==> src/rtl/spi_flash_emu_if.sv <==
`default_nettype none
// ============================================================================
//  Module      : spi_flash_emu_if
//  Description : SPI pin bundle between an SPI flash master and the
//                spi_flash_emu slave model. DQ0 is MOSI and DQ1 is MISO in
//                single-wire mode. DQ3..DQ0 carry data in quad mode.
//  Revision    : 1.0  initial release
// ============================================================================
interface spi_flash_emu_if;
    logic       spi_csn;
    logic       spi_sck;
    logic [3:0] spi_dq_i;
    logic [3:0] spi_dq_o;
    logic [3:0] spi_dq_oe;

    modport master (
        output spi_csn,
        output spi_sck,
        output spi_dq_i,
        input  spi_dq_o,
        input  spi_dq_oe
    );

    modport slave (
        input  spi_csn,
        input  spi_sck,
        input  spi_dq_i,
        output spi_dq_o,
        output spi_dq_oe
    );
endinterface
`default_nettype wire

==> src/rtl/spi_flash_emu.sv <==
`default_nettype none
// ============================================================================
//  Module      : spi_flash_emu
//  Description : SPI NOR flash slave emulator (N25Q/M25P-style subset).
//                The SPI pins are oversampled on the system clock, which must
//                run at least 8x SCK. Supported opcodes: 9F RDID, 05 RDSR,
//                06 WREN, 04 WRDI, 03 READ, 02 PP. Define QUAD_IO_EN to
//                add 6B quad output fast read; DUMMY_CYCLES must then be >= 1.
//  Revision    : 1.0  initial release
// ============================================================================
module spi_flash_emu #(
    parameter int          ADDR_BITS    = 8,
    parameter logic [23:0] JEDEC_ID     = 24'h20BA16,
    parameter int          PROG_CYCLES  = 64,
    parameter int          DUMMY_CYCLES = 8
) (
    input  wire            clock,
    input  wire            rst_n,
    spi_flash_emu_if.slave spi
);

`ifdef QUAD_IO_EN
    localparam bit         c_quad_en = 1'b1;
    localparam logic [3:0] c_oe_mask = 4'b1111;
`else
    localparam bit         c_quad_en = 1'b0;
    localparam logic [3:0] c_oe_mask = 4'b0010;
`endif

    localparam int                   c_depth     = 1 << ADDR_BITS;
    localparam int                   c_page_bits = (ADDR_BITS < 8) ? ADDR_BITS : 8;
    localparam logic [ADDR_BITS-1:0] c_page_mask = ADDR_BITS'((64'd1 << c_page_bits) - 64'd1);
    localparam int                   c_wip_w     = $clog2(PROG_CYCLES + 1);

    localparam logic [7:0] c_op_pp    = 8'h02;
    localparam logic [7:0] c_op_read  = 8'h03;
    localparam logic [7:0] c_op_wrdi  = 8'h04;
    localparam logic [7:0] c_op_rdsr  = 8'h05;
    localparam logic [7:0] c_op_wren  = 8'h06;
    localparam logic [7:0] c_op_qread = 8'h6B;
    localparam logic [7:0] c_op_rdid  = 8'h9F;

    typedef enum logic [2:0] {
        S_IDLE     = 3'd0,
        S_CMD      = 3'd1,
        S_ADDR     = 3'd2,
        S_DUMMY    = 3'd3,
        S_DATA_IN  = 3'd4,
        S_DATA_OUT = 3'd5,
        S_HOLD     = 3'd6
    } state_t;

    // Pin synchronizers and SCK edge history
    logic       r_csn_s1, r_csn_s2;
    logic       r_sck_s1, r_sck_s2, r_sck_d;
    logic [3:0] r_dq_s1, r_dq_s2;

    // Protocol state
    state_t                r_state;
    logic [7:0]            r_cnt;
    logic [7:0]            r_cmd;
    logic [ADDR_BITS-1:0]  r_addr;
    logic [7:0]            r_shift;
    logic [7:0]            r_out_byte;
    logic [1:0]            r_idx;
    logic [3:0]            r_dq_o;
    logic [3:0]            r_dq_oe;
    logic                  r_wip;
    logic                  r_wel;
    logic [c_wip_w-1:0]    r_wip_cnt;
    logic                  r_pend_wren;
    logic                  r_pend_wrdi;
    logic                  r_pend_prog;
    logic                  r_mem_we;
    logic [ADDR_BITS-1:0]  r_mem_waddr;
    logic [7:0]            r_mem_wdata;

    // Erased flash content exists from configuration; reset never touches it
    logic [7:0] r_mem [c_depth] = '{default: 8'hFF};

    logic                 w_sck_rise;
    logic                 w_sck_fall;
    logic                 w_din;
    logic [7:0]           w_cmd_full;
    logic [ADDR_BITS-1:0] w_addr_full;
    logic [ADDR_BITS-1:0] w_addr_inc;
    logic [ADDR_BITS-1:0] w_addr_pp;
    logic [7:0]           w_status;
    logic [7:0]           w_rd_first;
    logic [7:0]           w_rd_cur;
    logic [7:0]           w_next_byte;
    logic                 w_quad;
    logic                 w_unused;

    assign w_sck_rise  = r_sck_s2 & ~r_sck_d;
    assign w_sck_fall  = ~r_sck_s2 & r_sck_d;
    assign w_din       = r_dq_s2[0];
    assign w_cmd_full  = {r_cmd[6:0], w_din};
    assign w_addr_full = {r_addr[ADDR_BITS-2:0], w_din};
    assign w_addr_inc  = r_addr + ADDR_BITS'(1);
    // Page program stays inside its 256-byte page
    assign w_addr_pp   = (r_addr & ~c_page_mask) | (w_addr_inc & c_page_mask);
    assign w_status    = {6'b000000, r_wel, r_wip};
    assign w_rd_first  = r_mem[w_addr_full];
    assign w_rd_cur    = r_mem[r_addr];
    assign w_quad      = c_quad_en && (r_cmd == c_op_qread);
    // Only DQ0 is ever an input; the other synchronized pins are unused
    assign w_unused    = ^r_dq_s2[3:1];

    assign spi.spi_dq_o  = r_dq_o;
    assign spi.spi_dq_oe = r_dq_oe & c_oe_mask;

    // Byte to present once the current output byte has been fully shifted
    always_comb begin
        w_next_byte = 8'h00;
        case (r_cmd)
            c_op_rdid: begin
                case (r_idx)
                    2'd0:    w_next_byte = JEDEC_ID[15:8];
                    2'd1:    w_next_byte = JEDEC_ID[7:0];
                    default: w_next_byte = 8'h00;
                endcase
            end
            c_op_rdsr: w_next_byte = w_status;
            default:   w_next_byte = r_mem[w_addr_inc];
        endcase
    end

    // Two-flop synchronizers on all SPI inputs plus SCK edge history
    always_ff @(posedge clock) begin
        if (!rst_n) begin
            r_csn_s1 <= 1'b1;
            r_csn_s2 <= 1'b1;
            r_sck_s1 <= 1'b0;
            r_sck_s2 <= 1'b0;
            r_sck_d  <= 1'b0;
            r_dq_s1  <= 4'h0;
            r_dq_s2  <= 4'h0;
        end else begin
            r_csn_s1 <= spi.spi_csn;
            r_csn_s2 <= r_csn_s1;
            r_sck_s1 <= spi.spi_sck;
            r_sck_s2 <= r_sck_s1;
            r_sck_d  <= r_sck_s2;
            r_dq_s1  <= spi.spi_dq_i;
            r_dq_s2  <= r_dq_s1;
        end
    end

    // Command FSM, status register, program timer and registered pin outputs
    always_ff @(posedge clock) begin
        if (!rst_n) begin
            r_state     <= S_IDLE;
            r_cnt       <= 8'd0;
            r_cmd       <= 8'h00;
            r_addr      <= '0;
            r_shift     <= 8'h00;
            r_out_byte  <= 8'h00;
            r_idx       <= 2'd0;
            r_dq_o      <= 4'h0;
            r_dq_oe     <= 4'h0;
            r_wip       <= 1'b0;
            r_wel       <= 1'b0;
            r_wip_cnt   <= '0;
            r_pend_wren <= 1'b0;
            r_pend_wrdi <= 1'b0;
            r_pend_prog <= 1'b0;
            r_mem_we    <= 1'b0;
            r_mem_waddr <= '0;
            r_mem_wdata <= 8'h00;
        end else begin
            r_mem_we <= 1'b0;

            if (r_wip) begin
                if (r_wip_cnt == c_wip_w'(1)) begin
                    r_wip     <= 1'b0;
                    r_wel     <= 1'b0;
                    r_wip_cnt <= '0;
                end else begin
                    r_wip_cnt <= r_wip_cnt - c_wip_w'(1);
                end
            end

            if (r_csn_s2) begin
                // Deselected: release the bus and commit whatever the command earned
                r_state     <= S_IDLE;
                r_cnt       <= 8'd0;
                r_dq_o      <= 4'h0;
                r_dq_oe     <= 4'h0;
                r_pend_wren <= 1'b0;
                r_pend_wrdi <= 1'b0;
                r_pend_prog <= 1'b0;
                if (r_pend_wren) r_wel <= 1'b1;
                if (r_pend_wrdi) r_wel <= 1'b0;
                if (r_pend_prog) begin
                    r_wip     <= 1'b1;
                    r_wip_cnt <= c_wip_w'(PROG_CYCLES);
                end
            end else begin
                case (r_state)
                    S_IDLE, S_CMD: begin
                        r_state <= S_CMD;
                        if (w_sck_rise) begin
                            r_cmd <= w_cmd_full;
                            r_cnt <= r_cnt + 8'd1;
                            if (r_cnt == 8'd7) begin
                                r_cnt <= 8'd0;
                                r_idx <= 2'd0;
                                if (w_cmd_full == c_op_rdid) begin
                                    r_out_byte <= JEDEC_ID[23:16];
                                    r_dq_o     <= {2'b00, JEDEC_ID[23], 1'b0};
                                    r_dq_oe    <= 4'b0010;
                                    r_state    <= S_DATA_OUT;
                                end else if (w_cmd_full == c_op_rdsr) begin
                                    r_out_byte <= w_status;
                                    r_dq_o     <= {2'b00, w_status[7], 1'b0};
                                    r_dq_oe    <= 4'b0010;
                                    r_state    <= S_DATA_OUT;
                                end else if (r_wip) begin
                                    r_state <= S_HOLD;
                                end else begin
                                    case (w_cmd_full)
                                        c_op_wren: begin
                                            r_pend_wren <= 1'b1;
                                            r_state     <= S_HOLD;
                                        end
                                        c_op_wrdi: begin
                                            r_pend_wrdi <= 1'b1;
                                            r_state     <= S_HOLD;
                                        end
                                        c_op_read:  r_state <= S_ADDR;
                                        c_op_pp:    r_state <= r_wel ? S_ADDR : S_HOLD;
                                        c_op_qread: r_state <= c_quad_en ? S_ADDR : S_HOLD;
                                        default:    r_state <= S_HOLD;
                                    endcase
                                end
                            end
                        end
                    end

                    S_ADDR: begin
                        if (w_sck_rise) begin
                            r_addr <= w_addr_full;
                            r_cnt  <= r_cnt + 8'd1;
                            if (r_cnt == 8'd23) begin
                                r_cnt <= 8'd0;
                                if (r_cmd == c_op_read) begin
                                    r_out_byte <= w_rd_first;
                                    r_dq_o     <= {2'b00, w_rd_first[7], 1'b0};
                                    r_dq_oe    <= 4'b0010;
                                    r_state    <= S_DATA_OUT;
                                end else if (r_cmd == c_op_pp) begin
                                    r_state <= S_DATA_IN;
                                end else begin
                                    r_state <= S_DUMMY;
                                end
                            end
                        end
                    end

                    S_DUMMY: begin
                        if (w_sck_rise) begin
                            r_cnt <= r_cnt + 8'd1;
                            if (r_cnt == 8'(DUMMY_CYCLES - 1)) begin
                                r_cnt      <= 8'd0;
                                r_out_byte <= w_rd_cur;
                                r_dq_o     <= w_rd_cur[7:4];
                                r_dq_oe    <= 4'hF;
                                r_state    <= S_DATA_OUT;
                            end
                        end
                    end

                    S_DATA_IN: begin
                        if (w_sck_rise) begin
                            r_shift <= {r_shift[6:0], w_din};
                            r_cnt   <= r_cnt + 8'd1;
                            // Only whole bytes reach the array; a trailing fragment never does
                            if (r_cnt[2:0] == 3'd7) begin
                                r_mem_we    <= 1'b1;
                                r_mem_waddr <= r_addr;
                                r_mem_wdata <= {r_shift[6:0], w_din};
                                r_addr      <= w_addr_pp;
                                r_pend_prog <= 1'b1;
                            end
                        end
                    end

                    S_DATA_OUT: begin
                        if (w_sck_rise) begin
                            r_cnt <= r_cnt + 8'd1;
                            if (w_quad ? r_cnt[0] : (r_cnt[2:0] == 3'd7)) begin
                                r_out_byte <= w_next_byte;
                                r_addr     <= w_addr_inc;
                                if (r_idx != 2'd3) r_idx <= r_idx + 2'd1;
                            end
                        end else if (w_sck_fall) begin
                            // The fall right after entry re-drives the first bit, which keeps it stable
                            if (w_quad) begin
                                r_dq_o <= r_cnt[0] ? r_out_byte[3:0] : r_out_byte[7:4];
                            end else begin
                                r_dq_o <= {2'b00, r_out_byte[3'd7 - r_cnt[2:0]], 1'b0};
                            end
                        end
                    end

                    S_HOLD: begin
                        // Any bit past the opcode voids a pending WREN/WRDI
                        if (w_sck_rise) begin
                            r_pend_wren <= 1'b0;
                            r_pend_wrdi <= 1'b0;
                        end
                    end

                    default: r_state <= S_IDLE;
                endcase
            end
        end
    end

    // Flash array write: programming can only clear bits
    always_ff @(posedge clock) begin
        if (r_mem_we) begin
            r_mem[r_mem_waddr] <= r_mem[r_mem_waddr] & r_mem_wdata;
        end
    end

endmodule
`default_nettype wire

==> src/flat_wrapper.sv <==
// flat-port wrapper written by rule: the top's interface ports become plain ports
module spi_flash_emu_flat 
#(
    parameter int          ADDR_BITS    = 8,
    parameter logic [23:0] JEDEC_ID     = 24'h20BA16,
    parameter int          PROG_CYCLES  = 64,
    parameter int          DUMMY_CYCLES = 8
)
  (clock, rst_n, spi_spi_csn, spi_spi_sck, spi_spi_dq_i, spi_spi_dq_o, spi_spi_dq_oe);
  spi_flash_emu_if spi_i ();
  input  wire clock;
  input  wire rst_n;
  input wire logic [$bits(spi_i.spi_csn)-1:0] spi_spi_csn;
  input wire logic [$bits(spi_i.spi_sck)-1:0] spi_spi_sck;
  input wire logic [$bits(spi_i.spi_dq_i)-1:0] spi_spi_dq_i;
  output wire logic [$bits(spi_i.spi_dq_o)-1:0] spi_spi_dq_o;
  output wire logic [$bits(spi_i.spi_dq_oe)-1:0] spi_spi_dq_oe;
  assign spi_i.spi_csn = spi_spi_csn;
  assign spi_i.spi_sck = spi_spi_sck;
  assign spi_i.spi_dq_i = spi_spi_dq_i;
  assign spi_spi_dq_o = spi_i.spi_dq_o;
  assign spi_spi_dq_oe = spi_i.spi_dq_oe;
  spi_flash_emu #(.ADDR_BITS(ADDR_BITS), .JEDEC_ID(JEDEC_ID), .PROG_CYCLES(PROG_CYCLES), .DUMMY_CYCLES(DUMMY_CYCLES)) u_core (.clock(clock), .rst_n(rst_n), .spi(spi_i));
endmodule
==> config.mk <==
export PLATFORM = sky130hd
export DESIGN_NAME = spi_flash_emu_flat
export DESIGN_NICKNAME = d
export VERILOG_FILES = /design/src/rtl/spi_flash_emu_if.sv /design/src/rtl/spi_flash_emu.sv /design/src/flat_wrapper.sv
export SDC_FILE = /design/constraint.sdc
export NUM_CORES = 2
export LEC_CHECK = 0
export BUFFER_PORTS_ARGS = -buffer_cell sky130_fd_sc_hd__buf_2
export CELL_PAD_IN_SITES_DETAIL_PLACEMENT = 0
export CELL_PAD_IN_SITES_GLOBAL_PLACEMENT = 2
export CORE_MARGIN = 3
export CORE_UTILIZATION = 54
export DETAILED_ROUTE_END_ITERATION = 10
export MAX_ROUTING_LAYER = met4
export PLACE_DENSITY_LB_ADDON = 0.1
export SETUP_SLACK_MARGIN = 0.15
export SLEW_MARGIN = 20
export SYNTH_ARGS = -nofsm -noshare
export SYNTH_HDL_FRONTEND = slang
export SYNTH_SLANG_ARGS = --single-unit
export TNS_END_PERCENT = 30
==> constraint.sdc <==
create_clock -name clock -period 8.8 [get_ports clock]
set_input_delay 1.32 -clock clock [delete_from_list [all_inputs] [get_ports clock]]
set_output_delay 1.32 -clock clock [all_outputs]
set_load 0.005 [all_outputs]
Word-level counts from Yosys, hierarchy flattened
Memory sizes are Yosys's and may differ from the RTL's. A register that Yosys moved wholly into a read port is not among the register bits.
Index checks and enable logic that the tools add are counted.
- add/subtract/negate cells: 5
- magnitude comparators: 1
- eq/ne operators: 44
- multiplexer cells: 103
- bitwise logic cells: 10
- reductions and logical operators: 27
- operator list (cell ; number):
    8-bit 2-to-1 mux ; 23
    8-bit one-hot mux with 2 select lines ; 3
    4-bit 2-to-1 mux ; 11
    8-bit by 3-bit equality test with 1-bit output (second input constant) ; 5
    3-bit 2-to-1 mux ; 12
    8-bit by 2-bit equality test with 1-bit output (second input constant) ; 4
    8-bit one-hot mux with 4 select lines ; 1
    2-bit by 1-bit inequality test with 1-bit output (second input constant) ; 15
    2-bit 2-to-1 mux ; 14
    7-bit 2-to-1 mux ; 4
    1-bit 2-to-1 mux ; 26
    8-bit one-hot mux with 3 select lines ; 1
    8-bit by 1-bit adder with 8-bit output (second input constant) ; 2
    8-bit equality test (second input constant) ; 2
    4-bit one-hot mux with 4 select lines ; 1
    8-bit AND reduction ; 2
    2-bit inequality test (second input constant) ; 7
    3-bit equality test (second input constant) ; 4
    3-bit one-hot mux with 4 select lines ; 1
    12-bit AND reduction ; 1
    11-bit AND reduction ; 1
    5-bit AND reduction ; 2
    3-bit AND reduction ; 3
    9-bit AND reduction ; 1
    other kinds (28) ; 44
- flip-flop bits (word level): 86
- RAM bits: 2048
- input bits: 8
- memories: 1
- memory list (memory ; depth ; width ; rd ports ; clocked after Yosys merged registers in ; wr ports ; line ; text):
    u_core.r_mem ; 256 ; 8 ; 4 ; 2 ; 1 ; spi_flash_emu.sv:79 ; logic [7:0] r_mem [c_depth] = '{default: 8'hFF};

Logic depth before layout (Yosys ltp)
- word-level depth: 8
- gate-level depth with buffers: 14
- gate-level depth less buffers: 9

Worst setup path after synthesis
No wires, ideal clock.
- kind: register to register
- start point: register with a tool-made name
- end point: memory u_core.r_mem[0][0], data pin
- setup time: 0.778 ns
- data arrival time: 4.936 ns
- path slack: 3.086 ns
- cell stages (with the launch flop): 10
- path buffers: 3
- cell sequence: dfxtp_1 > clkbuf_1 > buf_1 > clkbuf_1 > mux4_2 > mux4_2 > mux4_2 > mux2i_1 > nand2_1 > o211a_1
- RTL lines (item ; line):
    to (decl) ; spi_flash_emu.sv:79

Worst setup path in the final report
- start point: register u_core.r_addr[0]
- end point: register u_core.r_out_byte[5]
- cells in the longest elaborated chain, start to end: 6
- elaborated cells on any way between the ends: 9
- classes of those cells: add/sub: 1; mux: 7; memory: 1
- ends and longest elaborated chain (item ; line ; text):
    from (decl) ; spi_flash_emu.sv:62 ; logic [ADDR_BITS-1:0] r_addr;
    from (signal assigned) ; spi_flash_emu.sv:243 ; r_addr <= w_addr_full;
    from (signal assigned) ; spi_flash_emu.sv:283 ; r_addr <= w_addr_pp;
    from (signal assigned) ; spi_flash_emu.sv:294 ; r_addr <= w_addr_inc;
    8-bit by 1-bit adder with 8-bit output ; spi_flash_emu.sv:100 ; assign w_addr_inc = r_addr + ADDR_BITS'(1);
    memory read 256 x 8 bit (*) ; n/a ;
    8-bit one-hot mux with 2 select lines ; spi_flash_emu.sv:116 ; case (r_cmd)
    8-bit 2-to-1 mux ; spi_flash_emu.sv:292 ; if (w_quad ? r_cnt[0] : (r_cnt[2:0] == 3'd7)) begin
    8-bit 2-to-1 mux ; spi_flash_emu.sv:290 ; if (w_sck_rise) begin
    8-bit one-hot mux with 4 select lines (*) ; spi_flash_emu.sv:200 ; case (r_state)
    to (signal assigned) ; spi_flash_emu.sv:210 ; r_out_byte <= JEDEC_ID[23:16];
    to (signal assigned) ; spi_flash_emu.sv:215 ; r_out_byte <= w_status;
    to (signal assigned) ; spi_flash_emu.sv:293 ; r_out_byte <= w_next_byte;
    to (decl) ; spi_flash_emu.sv:64 ; logic [7:0] r_out_byte;
Every way passes the cells marked *; elsewhere a longest branch is shown, timed or not. The select of a mux whose other input is x is not followed.
A chain may end at the register's enable or synchronous reset.

==> results.toml <==
[run_status]
outcome = "complete, but fails checks"
violations = "capacitance limit, slew limit"

[worst_setup_path]
start_kind = "register"
worstPathMaxFanout = 19
cp.arrival_ns = 6.68
r2r_start = "u_core.r_addr[0]"
rrSetupSlack_ns = 2.98
rr_worst_depth = 8
reg2reg_to = "u_core.r_out_byte[5]"
end_kind = "register"
path_class = "reg2reg"
crit_required_ns = 9.66

[clocking]
clock-sinks = 2149
cts_tree = "built"
ctsResizeCount = 0
hold_buffers = 0
clk_latency_ns = 0.96
clkSlewWorstSetupHoldPaths_ns = 0.06
numCtsBuffers = 235
root_buffer = "clkbuf_16"
cts_buffer_depth = 3
cts_max_level = 4
post-cts-setup-buffer-count = 0

[synth]
synth-main-ff-cell = "edfxtp_1"
seq_area_frac_synth_pct = 48.2
synth_warnings = 0
synth_cells = 7589
syn_area_um2 = 132000
synth_cell_types = 73
syn_area_per_cell_um2 = 17.4
ys_ff_latch = 2149
async_reset_ff_share_pct = 0
synth-edff-count = 2048

[floorplanning]
design.die.area_um2 = 250000
start_util_pct = 54.6
row_count = 180
coreArea_um2 = 242000
die_h_um = 500
io_pins = 16
floorplan.die.width_um = 500

[power_and_ir_drop]
irDropWorstVdd_uv = 173
cellPowerDensity_nw_per_um2 = 149
leakage_nw = 39.4

[place]
placedCellCount = 10400
gp_congestion = 1.10
placed_cell_area_um2 = 137000
portBuffers = 9
dp_hpwl_mm = 397

[sta]
rsz0062_at_grt = "no"
period_minus_slack_ns = 5.82
tightest_slew_ns = 1.61
slew_headroom_pct = -8.99
hold_violations = 0
drv_slew = 2
setup_viol = 0
fin_hold_ws_ns = 0.444
max_freq_mhz = 172
fin_setup_tns_ns = 0
period_share_pct = 66.2
worst_clock_skew_ns = 0.0723

[grt]
antenna_found_initial = 50
grt_pass1_wl_mm = 799
grt.overflow.total = 0
grtUsageTotal_pct = 49.7
grt_pass1_vias = 88100
grt_max_degree = 225

[job]
max-cap-violations = 2

[layout]
final.fill_count = 17600
final_nets = 7495
syn_to_final_growth_pct = 10.1
drive_above_1_share_pct = 42.6
final_common_cell = "mux4_2"
postLayoutCellArea_um2 = 145000
final_cells = 10900
layout_common_cells = "2,201 x mux4_2, 2,048 x edfxtp_1, 382 x nand2_1, 377 x buf_4, 369 x a22oi_1"

[route]
first_pass_iters = 6
wl_mm = 602
drcViolationCount = 0
wl_per_cell_um = 55.1
routed_via_density = 8.65
drt_iter0_drc = 18800
ant_nets = 0
met3_length_mm = 95.4
routed-wl-met2_mm = 255
top_layer_used = "met4"
routed-via-count = 94600
wl_met1_mm = 192

[worst_hold_path]
whs_endpoint = "u_core.r_csn_s2"
hold_class = "reg2reg"
min_path_cells = 1
min_from = "u_core.r_csn_s1"
[cell families after synthesis]
| family | Yosys count | share of synthesized area [%] |
|---|---|---|
| compound gates | 970 | 5.27 |
| xor+xnor | 19 | 0.126 |
| flops | 2149 | 48.2 |
| fa+ha+maj | 9 | 0.0854 |
| simple gates | 1180 | 4.03 |
| other cells | 1 | 0.00284 |
| mux | 2453 | 39.5 |
| buf+inv | 808 | 2.78 |
[state kept, by name (all words and copies together), names as in the netlist, 2 cells and up, named ones only]
| register | cells |
|---|---|
| u_core.r_addr | 8 |
| u_core.r_cmd | 8 |
| u_core.r_cnt | 8 |
| u_core.r_idx | 2 |
| u_core.r_mem | 2048 |
| u_core.r_mem_waddr | 8 |
| u_core.r_mem_wdata | 8 |
| u_core.r_out_byte | 8 |
| u_core.r_shift | 7 |
| u_core.r_state | 3 |
| u_core.r_wip_cnt | 7 |
| u_core.spi.spi_dq_o | 4 |
[report_power, final]
part | leakage (nW) | switching (mW) | total [mW] | internal, mW
sequential | 18.2 | 0.00777 | 11.0 | 11.0
combinational | 17.3 | 0.110 | 0.217 | 0.107
clock | 3.89 | 4.44 | 10.4 | 5.95
total | 39.4 | 4.56 | 21.6 | 17.1
[worst max path at each step]
stage | start | end | slack [ns] | cells after the start
2_1_floorplan | register | u_core.r_mem[0][0] | 3.09 | 9
3_3_place_gp | register | u_core.r_mem[36][0] | 3.17 | 8
3_5_place_dp | register | u_core.r_mem[232][7] | 3.06 | 9
4_1_cts | register | u_core.r_mem[13][7] | 3.05 | 9
5_1_grt | register | u_core.r_mem[54][0] | 2.89 | 8
6_report | u_core.r_addr[0] | u_core.r_out_byte[5] | 2.98 | 8
[per-stage QoR]
stage / utilization (%) / power, mW / setup WS [ns]
floorplan: - / 11.4 / 3.09
global placement: 56.6 / 11.5 / 3.17
detailed placement: 56.6 / 11.5 / 3.06
CTS: 59.9 / 21.6 / 3.05
global route: 60.1 / 22.0 / 2.89
finish: 60.1 / 21.6 / 2.98
[critical path: stages, from the launching register on]
cell,delay [ns]
dfxtp_4,0.60
nand3_1,0.79
o21ai_0,0.70
nand2_1,0.62
nor2_4,0.95
o21ai_0,0.63
a41oi_1,0.98
nor4_1,0.22
a31oi_1,0.23
[metal layers]
| layer | global-route usage (%) | up-vias |
|---|---|---|
| met1 | 60.6 | 49600 |
| met3 | 19.6 | 2022 |
| met2 | 66.7 | 9521 |
| met5 | - | - |
| met4 | 37.3 | 0 |
| li1 | - | 33400 |
[synthesized netlist by cell type (all sizes together), types with 20 or more instances]
master	n	area, um2
o211ai	28	210
inv	20	75.1
o22ai	21	131
nor2b	50	313
nor4	27	175
a22oi	369	2770
nor2	370	1390
and2	27	169
o21ai	48	240
mux4	2201	49600
edfxtp	2048	61500
a32oi	21	184
a21boi	27	203
a22o	53	464
a31oi	31	194
nor3	25	125
clkbuf	373	1400
nand2	385	1450
mux2i	227	2270
a211oi	26	195
nand3	168	841
a21oi	184	921
a221oi	53	464
nand4	58	363
mux2	25	282
dfxtp	101	2020
buf	414	2180
[final cells by class]
cell class                 count  area, um2  area share, %
antenna                       61        153          0.105
multi-input combinational   4634      65500           45.1
sequential                  2149      63600           43.8
clock buffer                 266       6040           4.16
tap                         3185       3990           2.75
inverter                      21       78.8         0.0543
timing repair buffer         437       3860           2.66
clock inverter               177       1970           1.35
No activity file was read; power rests on OpenSTA's default activity.
